--- config.mk ---
export PLATFORM = sky130hd
export DESIGN_NAME = dm_sba_lane
export DESIGN_NICKNAME = d
export VERILOG_FILES = /design/src/rtl/dm_pkg.sv /design/src/rtl/dm_sba_lane_align.sv /design/src/rtl/dm_sba_lane.sv
export SDC_FILE = /design/constraint.sdc
export NUM_CORES = 1
export LEC_CHECK = 0
export CAP_MARGIN = 0
export CORE_AREA = 5 5 110 112
export CTS_CLUSTER_DIAMETER = 120
export DETAILED_ROUTE_END_ITERATION = 12
export DIE_AREA = 0 0 115 117
export HOLD_SLACK_MARGIN = 0.05
export MAX_ROUTING_LAYER = met4
export PLACE_DENSITY = 0.82
export SETUP_SLACK_MARGIN = 0.4
export SLEW_MARGIN = 20
export SYNTH_ARGS = -nofsm -noshare
export SYNTH_HDL_FRONTEND = slang
export SYNTH_HIERARCHICAL = 1
export SYNTH_SLANG_ARGS = --single-unit
export TNS_END_PERCENT = 20
--- constraint.sdc ---
create_clock -name clk_i -period 3.55 [get_ports clk_i]
set_clock_uncertainty 0.05 [all_clocks]
set_input_delay 0.71 -clock clk_i [delete_from_list [all_inputs] [get_ports clk_i]]
set_output_delay 0.71 -clock clk_i [all_outputs]
set_load 0.01 [all_outputs]
--- src/rtl/dm_pkg.sv ---
// Shared types and sberror codes for the debug module system bus access lane.
package dm_pkg;

  typedef enum logic [2:0] {
    SbaIdle,
    SbaRead,
    SbaWrite,
    SbaWaitRead,
    SbaWaitWrite
  } sba_state_e;

  localparam logic [2:0] SbErrNone    = 3'd0;
  localparam logic [2:0] SbErrTimeout = 3'd1;
  localparam logic [2:0] SbErrBadAddr = 3'd2;
  localparam logic [2:0] SbErrAlign   = 3'd3;
  localparam logic [2:0] SbErrSize    = 3'd4;
  localparam logic [2:0] SbErrOther   = 3'd7;

endpackage

--- src/rtl/dm_sba_lane_align.sv ---
// Byte-lane steering for one bus beat: byte enables, write-data shift, read-data extract.
module dm_sba_lane_align #(
  parameter int unsigned BusWidth = 32
) (
  input  logic [$clog2(BusWidth/8)-1:0] lane_i,
  input  logic [2:0]                    size_i,
  input  logic [BusWidth-1:0]           wdata_i,
  input  logic [BusWidth-1:0]           rdata_i,
  output logic [BusWidth/8-1:0]         be_o,
  output logic [BusWidth-1:0]           wdata_o,
  output logic [BusWidth-1:0]           rdata_o
);

  localparam int unsigned NumBytes = BusWidth / 8;

  logic [BusWidth-1:0] w_rd_shift;

  assign wdata_o    = wdata_i << {lane_i, 3'b000};
  assign w_rd_shift = rdata_i >> {lane_i, 3'b000};

  always_comb begin
    be_o    = '0;
    rdata_o = '0;
    for (int i = 0; i < NumBytes; i++) begin
      be_o[i] = (i >= int'(lane_i)) && (i < int'(lane_i) + (32'sd1 <<< size_i));
      if (i < (32'sd1 <<< size_i)) begin
        rdata_o[8*i +: 8] = w_rd_shift[8*i +: 8];
      end
    end
  end

endmodule

--- src/rtl/dm_sba_lane.sv ---
// System bus access master: checks, issues and completes one single-beat access per trigger.
// Optional response timeout is enabled by defining DM_SBA_TIMEOUT_EN.
module dm_sba_lane
  import dm_pkg::*;
#(
  parameter int unsigned AddrWidth      = 32,
  parameter int unsigned BusWidth       = 32,
  parameter bit          ReadByteEnable = 1'b1,
  parameter int unsigned TimeoutCycles  = 1024
) (
  input  logic                  clk_i,
  input  logic                  rst_i,
  input  logic                  dmactive_i,
  output logic                  master_req_o,
  output logic [AddrWidth-1:0]  master_add_o,
  output logic                  master_we_o,
  output logic [BusWidth-1:0]   master_wdata_o,
  output logic [BusWidth/8-1:0] master_be_o,
  input  logic                  master_gnt_i,
  input  logic                  master_r_valid_i,
  input  logic                  master_r_err_i,
  input  logic                  master_r_other_err_i,
  input  logic [BusWidth-1:0]   master_r_rdata_i,
  input  logic [AddrWidth-1:0]  sbaddress_i,
  input  logic                  sbaddress_write_valid_i,
  input  logic                  sbreadonaddr_i,
  input  logic                  sbautoincrement_i,
  input  logic [2:0]            sbaccess_i,
  input  logic                  sbreadondata_i,
  input  logic [BusWidth-1:0]   sbdata_i,
  input  logic                  sbdata_read_valid_i,
  input  logic                  sbdata_write_valid_i,
  output logic [AddrWidth-1:0]  sbaddress_o,
  output logic                  sbaddress_update_o,
  output logic [BusWidth-1:0]   sbdata_o,
  output logic                  sbdata_valid_o,
  output logic                  sbbusy_o,
  output logic                  sbbusyerror_o,
  output logic                  sberror_valid_o,
  output logic [2:0]            sberror_o
);

  localparam int unsigned LaneBits  = $clog2(BusWidth / 8);
  localparam logic [2:0]  MaxAccess = 3'(LaneBits);

  sba_state_e            r_state;
  logic [BusWidth-1:0]   r_sbdata;
  logic                  r_sbdata_vld;

  logic                  w_rd_trig, w_wr_trig, w_trig, w_idle, w_wait;
  logic                  w_size_err, w_align_err, w_rsp, w_rsp_err, w_tmo;
  logic [BusWidth/8-1:0] w_be;
  logic [BusWidth-1:0]   w_rdata;

  assign w_rd_trig = (sbaddress_write_valid_i & sbreadonaddr_i) | (sbdata_read_valid_i & sbreadondata_i);
  assign w_wr_trig = sbdata_write_valid_i;
  assign w_trig    = w_rd_trig | w_wr_trig;
  assign w_idle    = (r_state == SbaIdle);
  assign w_wait    = (r_state == SbaWaitRead) || (r_state == SbaWaitWrite);
  assign w_rsp     = w_wait & master_r_valid_i;
  assign w_rsp_err = master_r_err_i | master_r_other_err_i;
  assign w_size_err = sbaccess_i > MaxAccess;

  always_comb begin
    w_align_err = 1'b0;
    for (int i = 0; i < LaneBits; i++) begin
      if (i < int'(sbaccess_i) && sbaddress_i[i]) w_align_err = 1'b1;
    end
  end

  dm_sba_lane_align #(.BusWidth(BusWidth)) u_align (
    .lane_i  (sbaddress_i[LaneBits-1:0]),
    .size_i  (sbaccess_i),
    .wdata_i (sbdata_i),
    .rdata_i (master_r_rdata_i),
    .be_o    (w_be),
    .wdata_o (master_wdata_o),
    .rdata_o (w_rdata)
  );

`ifdef DM_SBA_TIMEOUT_EN
  localparam int unsigned TmoW = $clog2(TimeoutCycles);
  logic [TmoW-1:0] r_tmo_cnt;

  assign w_tmo = w_wait && !master_r_valid_i && (r_tmo_cnt == TmoW'(TimeoutCycles - 1));

  always_ff @(posedge clk_i or posedge rst_i) begin
    if (rst_i) begin
      r_tmo_cnt <= '0;
    end else if (!dmactive_i || !w_wait || w_rsp || w_tmo) begin
      r_tmo_cnt <= '0;
    end else begin
      r_tmo_cnt <= r_tmo_cnt + 1'b1;
    end
  end
`else
  assign w_tmo = 1'b0;
`endif

  always_ff @(posedge clk_i or posedge rst_i) begin
    if (rst_i) begin
      r_state      <= SbaIdle;
      r_sbdata     <= '0;
      r_sbdata_vld <= 1'b0;
    end else if (!dmactive_i) begin
      r_state      <= SbaIdle;
      r_sbdata     <= '0;
      r_sbdata_vld <= 1'b0;
    end else begin
      r_sbdata_vld <= 1'b0;
      case (r_state)
        SbaIdle: begin
          if (w_trig && !w_size_err && !w_align_err) begin
            r_state <= w_wr_trig ? SbaWrite : SbaRead;
          end
        end
        SbaRead:  if (master_gnt_i) r_state <= SbaWaitRead;
        SbaWrite: if (master_gnt_i) r_state <= SbaWaitWrite;
        SbaWaitRead: begin
          if (master_r_valid_i) begin
            r_sbdata     <= w_rdata;
            r_sbdata_vld <= 1'b1;
            r_state      <= SbaIdle;
          end else if (w_tmo) begin
            r_state <= SbaIdle;
          end
        end
        SbaWaitWrite: if (master_r_valid_i || w_tmo) r_state <= SbaIdle;
        default: r_state <= SbaIdle;
      endcase
    end
  end

  // Error precedence: the pre-issue check and the response can never coincide (Idle vs Wait).
  always_comb begin
    sberror_valid_o = 1'b0;
    sberror_o       = SbErrNone;
    if (dmactive_i) begin
      if (w_idle && w_trig && w_size_err) begin
        sberror_valid_o = 1'b1;
        sberror_o       = SbErrSize;
      end else if (w_idle && w_trig && w_align_err) begin
        sberror_valid_o = 1'b1;
        sberror_o       = SbErrAlign;
      end else if (w_rsp && master_r_other_err_i) begin
        sberror_valid_o = 1'b1;
        sberror_o       = SbErrOther;
      end else if (w_rsp && master_r_err_i) begin
        sberror_valid_o = 1'b1;
        sberror_o       = SbErrBadAddr;
      end else if (w_tmo) begin
        sberror_valid_o = 1'b1;
        sberror_o       = SbErrTimeout;
      end
    end
  end

  assign master_req_o       = (r_state == SbaRead) || (r_state == SbaWrite);
  assign master_we_o        = (r_state == SbaWrite);
  assign master_be_o        = (master_we_o || (master_req_o && ReadByteEnable)) ? w_be : '0;
  assign master_add_o       = sbaddress_i;
  assign sbaddress_o        = sbaddress_i + (AddrWidth'(1) << sbaccess_i);
  assign sbaddress_update_o = dmactive_i && w_rsp && sbautoincrement_i && !w_rsp_err;
  assign sbdata_o           = r_sbdata;
  assign sbdata_valid_o     = r_sbdata_vld;
  assign sbbusy_o           = !w_idle;
  assign sbbusyerror_o      = dmactive_i && !w_idle && w_trig;

endmodule

==> impl_metrics.csv <==
group,metric,value,unit
worst_setup_path,start_kind,"input port",
worst_setup_path,arrival,2.83,ns
logic_synthesis,synthFlopType,"dfrtp_1",
detailed_routing,via_per_inst,5.41,
run_status,violations,"negative setup slack",
worst_setup_path,required,2.79,ns
finish,mostFrequentLayoutCells,"clkdlybuf4s50_1 (205), nand2_1 (86), buf_4 (62)",
global_routing,antenna_found_initial,0,
worst_setup_path,endpoint_kind,"output port",
clock_tree,clk_latency,0.28,ns
global_routing,grt_max_degree,48,
worst_hold_path,worstHoldStart,"sbdata_o[23]",
pwr,vdd_drop_max,0.000157,V
detailed_routing,drt_first_pass_iters,5,
worst_setup_path,cpMostUsedCell,"buf_6",
logic_synthesis,async_flop_share,100,%
worst_setup_path,critPathSlowestCell,"a221oi_4",
clock_tree,cts_tree,"done",
worst_setup_path,crit_family,"buffers and inverters",
logic_synthesis,synth_cell_types,56,
die,core_area,11100,um^2
die,die_h,117,um
clock_tree,cts_buffers,5,
finish,drive_above_1_share,21.9,%
clock_tree,cts-root-buf,"clkbuf_16",
worst_setup_path,critical_path_buf_inv_count,6,
sta,finalSetupViolCount,5,
die,io_pins,254,
sta,finalCriticalPeriod,3.59,ns
sta,fmax,0.278,GHz
sta,finalHoldViolations,0,
finish,layout_commonest_cell,"clkdlybuf4s50_1",
logic_synthesis,synth_edf_count,0,
worst_setup_path,max_stage_delay,0.41,ns
global_routing,globalRouteMet3Util,4.16,%
worst_setup_path,crit_path_max_fanout,6,
detailed_routing,via_count,5154,
sta,maxSlewHeadroom,69.9,%
detailed_routing,drt_iter0_drc,295,
clock_tree,cts.sinks,36,
place,dp_slack,-1.24,ns
pwr,p_per_area,212,nW/um^2
global_routing,grt_pass1_wl,27000,um
pwr,p_leak,3.06,nW
global_routing,grt_pass1_vias,5311,
finish,fin_nets,932,
die,dieWidth,115,um
sta,rsz0062_at_grt,"true",
clock_tree,hold_buffers,0,
global_routing,grtUsageTotal,25.8,%
sta,slew_viol_final,0,
place,port-buffer-count,253,
worst_hold_path,hp-class,"register to register",
global_routing,grt_util_met1,28.3,%
die,std_cell_rows,39,
die,initial_core_util,37.5,%
place,place_congestion,0.872,
logic_synthesis,avgSynthCellArea,7.69,um^2
clock_tree,clk_pin_slew,0.05,ns
detailed_routing,wl_per_cell,18.7,um
worst_setup_path,path_cells,"buf_6 -> buf_6 -> and3b_2 -> ha_4 -> buf_6 -> a21o_1 -> a221oi_4 -> o31ai_4 -> buf_4 -> buf_6 -> xor2_1 -> buf_2",
sta,worst-slew-pin-transition,0.451,ns
logic_synthesis,syn-num-nets,666,
die,die_area,13500,um^2
sta,setup_slack,-0.0438,ns
place,hpwl,13300,um
detailed_routing,wl,17800,um
logic_synthesis,ys_seq_area_share,21.6,%
flow_run,drv_cap,0,
clock_tree,cts_max_path_buffers,2,
logic_synthesis,syn-cell-area,4170,um^2
global_routing,busiest_layer,"met2",
clock_tree,cts_max_level,2,
sta,post-route-period-util,101,%
logic_synthesis,synthCells,543,
run_status,status,"complete, but fails checks",
worst_setup_path,crit_type,"input port to output port",
finish,fin_util,66.1,%
finish,antenna-diode-count,0,
finish,area_growth_syn_to_layout,76.3,%
logic_synthesis,yosys_warnings,6,
detailed_routing,ant_nets,0,
global_routing,grt_use_met2,47.0,%
global_routing,overflow,0,
worst_setup_path,critPathLaunch,"sbaccess_i[1]",
logic_synthesis,ys_ff_latch,36,
worst_setup_path,r2r_start,"r_state[1]",
detailed_routing,remaining_drc_errors,0,
-- cell usage after synthesis (8+ instances only) --
cell	instances	share of area, %
nor2b_1	20	3.0
and2_1	23	3.4
nor2_1	30	2.7
a21oi_1	39	4.7
a21boi_0	34	6.1
mux2i_1	34	8.2
dfrtp_1	36	22
clkbuf_1	9	0.81
a211oi_1	16	2.9
nand3_1	11	1.3
buf_2	16	1.9
o21ai_0	14	1.7
xnor2_1	29	6.1
nand2_1	89	8.0
buf_4	37	6.7
and3_1	8	1.2
ha_1	10	3.0
-- kinds of logic (layout without fill, tap and decap cells) --
logic type | Yosys count | count (layout) | synth area share (%)
AND/OR/NAND/NOR | 228 | 228 | 28.0
flip-flops | 36 | 36 | 21.6
buffers and inverters | 75 | 341 | 11.9
AO/OA/AOI/OAI | 128 | 129 | 20.4
multiplexers | 34 | 34 | 8.15
adder cells (fa/ha/maj) | 11 | 11 | 3.48
XOR/XNOR | 31 | 31 | 6.50
-- metrics by stage --
stage | TNS [ns] | hold slack, ns | cell area, um^2 | std cells | power [mW]
after global placement | -24.73 | 0.469 | 6880 | 924 | 1.08
after CTS | -0.0614 | 0.485 | 7260 | 951 | 1.54
after detailed placement | -27.43 | 0.478 | 6880 | 924 | 1.09
final | -0.143 | 0.485 | 7360 | 953 | 1.56
after global routing | -1.59 | 0.513 | 7360 | 953 | 1.63
after floorplan | 0 | 0.513 | 4250 | 543 | 0.720
-- what timing repair did --
action	in CTS	in global routing
buffers inserted	17	2
cloned	2	0
pin swaps	53	33
resized for setup	220	18
setup endpoints to repair	52	40
-- worst register-to-register path: stages (launching register included) --
cell	delay, ns
dfrtp_1	0.51
and2b_1	0.25
and3_1	0.18
buf_4	0.32
nand2_1	0.13
a21boi_0	0.20
-- cell type report --
cell class	instances	area (um^2)
multi-input combinational	433	3120
inverter	4	15.0
tap	143	179
sequential	36	901
timing repair buffer	329	3000
fill	880	3770
clock buffer	8	146
-- path summary, 6_finish.rpt --
check / endpoint / slack [ns] / cells after the start
setup / recovery: sbaddress_o[8] / -0.04 / 12
hold / removal: sbdata_o[23] / 0.48 / 2
setup reg to reg: sbdata_o[13] / 1.81 / 5
hold reg to reg: sbdata_o[23] / 0.48 / 2
max in group asynchronous: sbdata_o[27] / 2.31 / 3
min in group asynchronous: sbdata_o[20] / 0.82 / 3
-- flip-flops by register name, summed over array words and instances, names as in the netlist --
| signal | cells |
|---|---|
| r_state | 3 |
| sbdata_o | 32 |
| sbdata_valid_o | 1 |
-- power by group --
group | total, mW | internal [mW] | switching (mW)
logic | 0.708 | 0.383 | 0.325
registers | 0.414 | 0.412 | 0.00231
clock network | 0.438 | 0.280 | 0.158
total | 1.56 | 1.07 | 0.486
-- layer usage --
| metal | part of all wire [%] | up-vias | wire, um |
|---|---|---|---|
| met2 | 52 | 298 | 9190 |
| met4 | 3.5 | 0 | 616 |
| met3 | 8.0 | 48 | 1430 |
| met5 | 0 | - | 0 |
| met1 | 37 | 2425 | 6580 |
| li1 | - | 2383 | - |
(Power assumes the default switching activity.)
